[src/rtl/key_event_decoder.sv]
// Key event decoder: turns a debounced active-low key level into press, release,
// long-press and auto-repeat strobes, plus a held level and a press counter.
module key_event_decoder #(
    parameter int unsigned TICK_DIV   = 1000000,
    parameter int unsigned LONG_TICKS = 100,
    parameter int unsigned REP_TICKS  = 20
) (
    input  logic       clk,
    input  logic       reset,
    input  logic       dekey,
    output logic       press_pulse,
    output logic       release_pulse,
    output logic       long_pulse,
    output logic       repeat_pulse,
    output logic       held,
    output logic [7:0] press_count
);

    localparam int unsigned TW = (TICK_DIV > 1) ? $clog2(TICK_DIV) : 1;
    localparam int unsigned HW = 16;

    typedef enum logic [1:0] {
        IDLE  = 2'd0,
        PRESS = 2'd1,
        LONG  = 2'd2
    } state_t;

    state_t          state, state_d;
    logic            sync0, key_s;
    logic [TW-1:0]   tick_cnt;
    logic            tick;
    logic            tick_clr;
    logic [HW-1:0]   hold_cnt, hold_cnt_d;
    logic [HW-1:0]   rep_cnt, rep_cnt_d;
    logic            press_d, release_d, long_d, repeat_d, held_d;
    logic [7:0]      press_count_d;

    // Two-flop synchroniser, idles at released.
    always_ff @(posedge clk or negedge reset) begin
        if (!reset) begin
            sync0 <= 1'b1;
            key_s <= 1'b1;
        end else begin
            sync0 <= dekey;
            key_s <= sync0;
        end
    end

    assign tick = (tick_cnt == TW'(TICK_DIV - 1));

    // Hold tick divider, realigned to the press edge.
    always_ff @(posedge clk or negedge reset) begin
        if (!reset) begin
            tick_cnt <= '0;
        end else if (tick_clr || tick) begin
            tick_cnt <= '0;
        end else begin
            tick_cnt <= tick_cnt + TW'(1);
        end
    end

    // State, counters and registered outputs.
    always_ff @(posedge clk or negedge reset) begin
        if (!reset) begin
            state         <= IDLE;
            hold_cnt      <= '0;
            rep_cnt       <= '0;
            press_pulse   <= 1'b0;
            release_pulse <= 1'b0;
            long_pulse    <= 1'b0;
            repeat_pulse  <= 1'b0;
            held          <= 1'b0;
            press_count   <= '0;
        end else begin
            state         <= state_d;
            hold_cnt      <= hold_cnt_d;
            rep_cnt       <= rep_cnt_d;
            press_pulse   <= press_d;
            release_pulse <= release_d;
            long_pulse    <= long_d;
            repeat_pulse  <= repeat_d;
            held          <= held_d;
            press_count   <= press_count_d;
        end
    end

    // Next-state and next-output logic; release wins over a coincident tick.
    always_comb begin
        state_d       = state;
        hold_cnt_d    = hold_cnt;
        rep_cnt_d     = rep_cnt;
        press_d       = 1'b0;
        release_d     = 1'b0;
        long_d        = 1'b0;
        repeat_d      = 1'b0;
        press_count_d = press_count;
        tick_clr      = 1'b0;

        case (state)
            IDLE: begin
                if (!key_s) begin
                    state_d       = PRESS;
                    press_d       = 1'b1;
                    press_count_d = press_count + 8'd1;
                    hold_cnt_d    = '0;
                    tick_clr      = 1'b1;
                end
            end
            PRESS: begin
                if (key_s) begin
                    state_d   = IDLE;
                    release_d = 1'b1;
                end else if (tick) begin
                    hold_cnt_d = hold_cnt + HW'(1);
                    if (hold_cnt == HW'(LONG_TICKS - 1)) begin
                        state_d   = LONG;
                        long_d    = 1'b1;
                        rep_cnt_d = '0;
                    end
                end
            end
            LONG: begin
                if (key_s) begin
                    state_d   = IDLE;
                    release_d = 1'b1;
                end else if (tick) begin
                    if (rep_cnt == HW'(REP_TICKS - 1)) begin
                        repeat_d  = 1'b1;
                        rep_cnt_d = '0;
                    end else begin
                        rep_cnt_d = rep_cnt + HW'(1);
                    end
                end
            end
            default: begin
                state_d = IDLE;
            end
        endcase

        held_d = (state_d != IDLE);
    end

endmodule

[config.mk]
export PLATFORM = sky130hd
export DESIGN_NAME = key_event_decoder
export DESIGN_NICKNAME = d
export VERILOG_FILES = /design/src/rtl/key_event_decoder.sv
export SDC_FILE = /design/constraint.sdc
export NUM_CORES = 1
export LEC_CHECK = 0
export CAP_MARGIN = 40
export CELL_PAD_IN_SITES_DETAIL_PLACEMENT = 0
export CELL_PAD_IN_SITES_GLOBAL_PLACEMENT = 2
export CORE_ASPECT_RATIO = 0.75
export CORE_MARGIN = 10
export CORE_UTILIZATION = 40
export CTS_BUF_LIST = sky130_fd_sc_hd__clkbuf_8
export CTS_CLUSTER_SIZE = 16
export DETAILED_ROUTE_END_ITERATION = 10
export PLACE_DENSITY = 0.78
export SLEW_MARGIN = 10
export SYNTH_ARGS = -nofsm -noshare
export SYNTH_HDL_FRONTEND = slang
export SYNTH_SLANG_ARGS = --single-unit
export TNS_END_PERCENT = 100
[constraint.sdc]
create_clock -name clk -period 5.4 [get_ports clk]
set_input_delay 1.08 -clock clk [delete_from_list [all_inputs] [get_ports clk]]
set_output_delay 1.08 -clock clk [all_outputs]
set_load 0.02 [all_outputs]
# Yosys cells after proc, flatten, opt, wreduce, memory -nomap -nowiden
# Cells that the tools add are included.
# W data, S select, Z words.
word_totals:
  ff_bits: 69
classes:
  add_sub_neg: 4
  eq_ne: 11
  mux: 30
  n_bitwise: 1
  reduce_logical: 9
ops:
  columns: ["op", "count"]
  rows:
  - ["$mux W16", 9]
  - ["$pmux W16 S2", 2]
  - ["$add A16 B1 Y16 const B", 2]
  - ["$add A20 B1 Y20 const B", 1]
  - ["$eq A20 B20 Y1 const B", 1]
  - ["$mux W20", 1]
  - ["$eq A16 B5 Y1 const B", 1]
  - ["$eq A16 B7 Y1 const B", 1]
  - ["$mux W1", 12]
  - ["$ne A2 B2 Y1 const B", 6]
  - ["$mux W2", 5]
  - ["$add A8 B1 Y8 const B", 1]
  - ["$pmux W2 S3", 1]
  - ["$reduce_and A6 Y1", 1]
  - ["$reduce_bool A2 Y1", 3]
  - ["$reduce_and A4 Y1", 1]
  - ["$eq A2 B1 Y1 const B", 1]
  - ["$eq A2 B2 Y1 const B", 1]
  - ["$logic_not A2 Y1", 1]
  - ["$reduce_and A2 Y1", 1]
  - ["$reduce_or A2 Y1", 1]
  - ["$logic_or A1 B1 Y1", 1]
  - ["$not A1 Y1", 1]

# Logic depth before layout (Yosys ltp)
logic_depth:
  ltp_word: 6
  depth_mapped: 8
  depth_no_buf: 7

# Worst setup path before layout
# Ideal clock, no wire load.
synth_path:
  path_type: "flip-flop to flip-flop"
  from: "register hold_cnt[2]"
  to: "register rep_cnt[11]"
  setup_ps: 95
  t_arrival_ps: 2336
  required_ps: 5305
  path_slack_ps: 2968
  path_stages_with_launch: 6
  path_buffers: 1
  path_cell_list: "dfrtp_1 or4_4 or4_4 a2111o_1 buf_6 o31ai_1"
synth_between:
  elab_chain_len: 3
synth_rtl:
  columns: ["element", "line_no", "text"]
  rows:
  - ["from (decl)", "33", "logic [HW-1:0] hold_cnt, hold_cnt_d;"]
  - ["from (signal assigned)", "76", "hold_cnt <= hold_cnt_d;"]
  - ["$eq A16 B7 Y1", "115", "if (hold_cnt == HW'(LONG_TICKS - 1)) begin"]
  - ["$ne A2 B2 Y1 (no source line)", null, null]
  - ["$reduce_and A6 Y1 (no source line)", null, null]
  - ["to (signal assigned)", "77", "rep_cnt <= rep_cnt_d;"]
  - ["to (decl)", "34", "logic [HW-1:0] rep_cnt, rep_cnt_d;"]
# Every way passes these cells.
# A chain may end at the register's enable or synchronous reset.

# Worst setup path in the final report
layout_path:
  from: "register tick_cnt[0]"
  to: "register rep_cnt[7]"
layout_between:
  elab_chain_len: 3
layout_rtl:
  columns: ["element", "line_no", "text"]
  rows:
  - ["from (decl)", "30", "logic [TW-1:0] tick_cnt;"]
  - ["from (signal assigned)", "58", "tick_cnt <= tick_cnt + TW'(1);"]
  - ["$eq A20 B20 Y1 *", "49", "assign tick = (tick_cnt == TW'(TICK_DIV - 1));"]
  - ["$ne A2 B2 Y1 (no source line)", null, null]
  - ["$reduce_and A6 Y1 (no source line) *", null, null]
# Mark *: on every way between the ends. The rest lies on a longest branch, timed or not.

==> metrics <==
status completed; flops & latches, synth 69; Final WS setup 2.49 ns; Hold Path Sink key_s; hold_buf cts 0; Post-Syn Nets 370; area of the multi-input gates 1650 um^2; Leakage 1.64 nW; Die Span X 127 um; Max Fclk 344 MHz; final worst-path cycle share 53.8%; Total Neg Setup Slack 0 ns; synth-to-layout area growth 13.1%; # setup viols final 0; maxcap violations 0; Critical Path RT 5.64 ns; post-DP HPWL 5.35 mm; Chip Height 101 um; worst r2r src tick_cnt[0]; post-synthesis sequential area ratio 50.0%; Post-synth top cells dfrtp_1, nor2_1, nand2_1; post-synthesis mux area share 0.290%; synth unique cells 44; fin. max-slew vios 0; worst skew pair latency 0.35 ns; Synth Area in Adders 2.90%; Mapped Cells 359; # fillers 824; most frequent cell after synthesis dfrtp_1; Setup Skew 0.0109 ns; Clock Tree Root clkbuf_8; Setup Fix Bufs, Post-CTS 0; post-route ant nets 0; Hold WS 0.356 ns; final wirelength 7.78 mm; Startpoint Class flip-flop; Worst VDD drop 264 uV; Compound-Gate Fraction of Synth Area 12.9%; pwr/cell area 313 nW/um^2; hold_sp sync0; Core ar. 8450 um^2; Port-buffer cells 15; Mean Syn Cell Area 9.63 um^2; Synth area leader dfrtp_1; CTS Buffer Depth 2; Worst Path Max Fanout 15; R2R depth 6; Yosys top cell area share 48.5%; fin nets 393; Min-Delay Path Depth 0; total CTS buffers 9; sequential cell area 1730 um^2; WL/cell 15.7 um; RSZ-0062 raised after global routing no; dpl cells 479; reg-to-reg slack, setup 2.49 ns; vias per inst 5.46; largest cells by area after synthesis dfrtp_1, o21ai_0, nor2_1; initial antenna violation count 0; simple-gate area share of the yosys netlist 24.9%; number of DRC markers in iteration 0 186; largest net degree at the start of global routing 33; Die Area 12800 um^2; Initial Util 40.9%; Final Non-Filler Cells 494; final hold vios 0; Resized cells post-CTS 0; GRT overflow 0; largest family of logic cells by synthesized area simple AND/OR/NAND/NOR gates; n_diodes 0; Final Power 1.23 mW; layout cells sized above 1 6.74%; number of I/O pins 16; H-tree levels 3; fin crit period 2.91 ns; Setup crit end kind flip-flop; Least-Margin Pin Slew 0.702 ns; aggregate global-route resource usage 12.9%; TritonCTS clock tree done; Vias 2698; ys async rst share 100%; Post-synth EDFFs 0; pre-CTS WS 2.46 ns; Slew HR 52.8%; first-pass GRT wire length 13.4 mm; post-route design area 3910 um^2; Placer Congestion 0.754; ys flop type dfrtp_1; Synth warnings 0; vias in the first global route 2585; Post-Syn Area 3460 um^2; clock-pin slew of the registers on the worst-case setup and hold paths 0.07 ns; Cell Area, Placed 3750 um^2; CP Class reg -> reg; fin util 46.3%; Worst Hold Class reg -> reg; remaining routing DRC violations 0; drt pass-1 iters 4; XOR/XNOR share of the synthesized area 6.59%; RR Endpoint rep_cnt[7]; row count 29; Arr. time, crit path 3.15 ns; # clock sinks 69
sequential cells by signal, summed over array words and instances (netlist names):
register,cells
press_count,8
repeat_pulse,1
key_s,1
long_pulse,1
tick_cnt,20
release_pulse,1
held,1
hold_cnt,16
sync0,1
press_pulse,1
state,2
rep_cnt,16
logic make-up (layout without fill, tap and decap cells):
| kind of cell | Yosys count | count (layout) |
|---|---|---|
| and+or+nand+nor | 162 | 162 |
| AOI/OAI and AO/OA | 73 | 73 |
| DFF | 69 | 69 |
| xor gates and xnor gates | 26 | 26 |
| buffers and inverters | 20 | 47 |
| adders and majority gates | 8 | 8 |
| muxes | 1 | 1 |
metal layers:
layer  track usage, %  share of wire, %  vias up
li1                 -                 -     1353
met1             18.5                54     1309
met2             17.7                41       30
met3             4.68               4.3        6
met4             3.67              0.82        0
met5                0                 0        -
worst max-delay path, cell delays in order, from the launching register on:
cell and delay [ns]:
dfrtp_1 0.39, ha_1 0.23, nand4_1 0.19, nor4_2 0.68, nand2_1 0.26, a2111o_1 0.65
o41ai_1 0.40
final cells by class:
class	count	area share, %
tap	108	3.45
multi-input combinational	270	42.1
clock buffer	10	3.52
timing repair buffer	21	5.15
inverter	11	1.06
sequential	69	44.2
clock inverter	5	0.544
layout by cell type (no fill, tap or decap), drive strengths merged, types with 2 or more instances in the layout:
cell type / synthesis / routed
a31oi: 5 / 5
clkbuf: 8 / 10
xnor2: 13 / 13
inv: 11 / 14
dfstp: 2 / 2
and3: 9 / 9
o21ai: 29 / 29
and4: 2 / 2
nand2: 31 / 31
o31ai: 11 / 11
nor4: 8 / 8
buf: 1 / 6
nor2b: 2 / 2
nor2: 36 / 36
ha: 8 / 8
nand3: 24 / 24
o41ai: 5 / 5
clkdlybuf4s50: 0 / 14
and2: 4 / 4
or4: 4 / 4
clkinv: 0 / 2
or3: 11 / 11
nand2b: 4 / 4
nor4b: 3 / 3
or4b: 2 / 2
nand4: 13 / 13
a21oi: 16 / 16
xor2: 13 / 13
nor3: 5 / 5
dfrtp: 67 / 67
report_power, final:
group,internal (mW),switching [mW]
Clock,0.170,0.189
Sequential,0.564,0.0449
Combinational,0.109,0.148
Total,0.843,0.383
worst max-delay path by stage:
| stage | from | endpoint | slack, ns |
|---|---|---|---|
| 2_1_floorplan | hold_cnt[2] | rep_cnt[11] | 2.97 |
| 3_3_place_gp | tick_cnt[0] | rep_cnt[7] | 2.56 |
| 3_5_place_dp | tick_cnt[0] | rep_cnt[7] | 2.46 |
| 4_1_cts | tick_cnt[0] | rep_cnt[7] | 2.46 |
| 5_1_grt | tick_cnt[0] | rep_cnt[7] | 2.17 |
| 6_report | tick_cnt[0] | rep_cnt[7] | 2.49 |
Power figures use the tool's default switching activity.
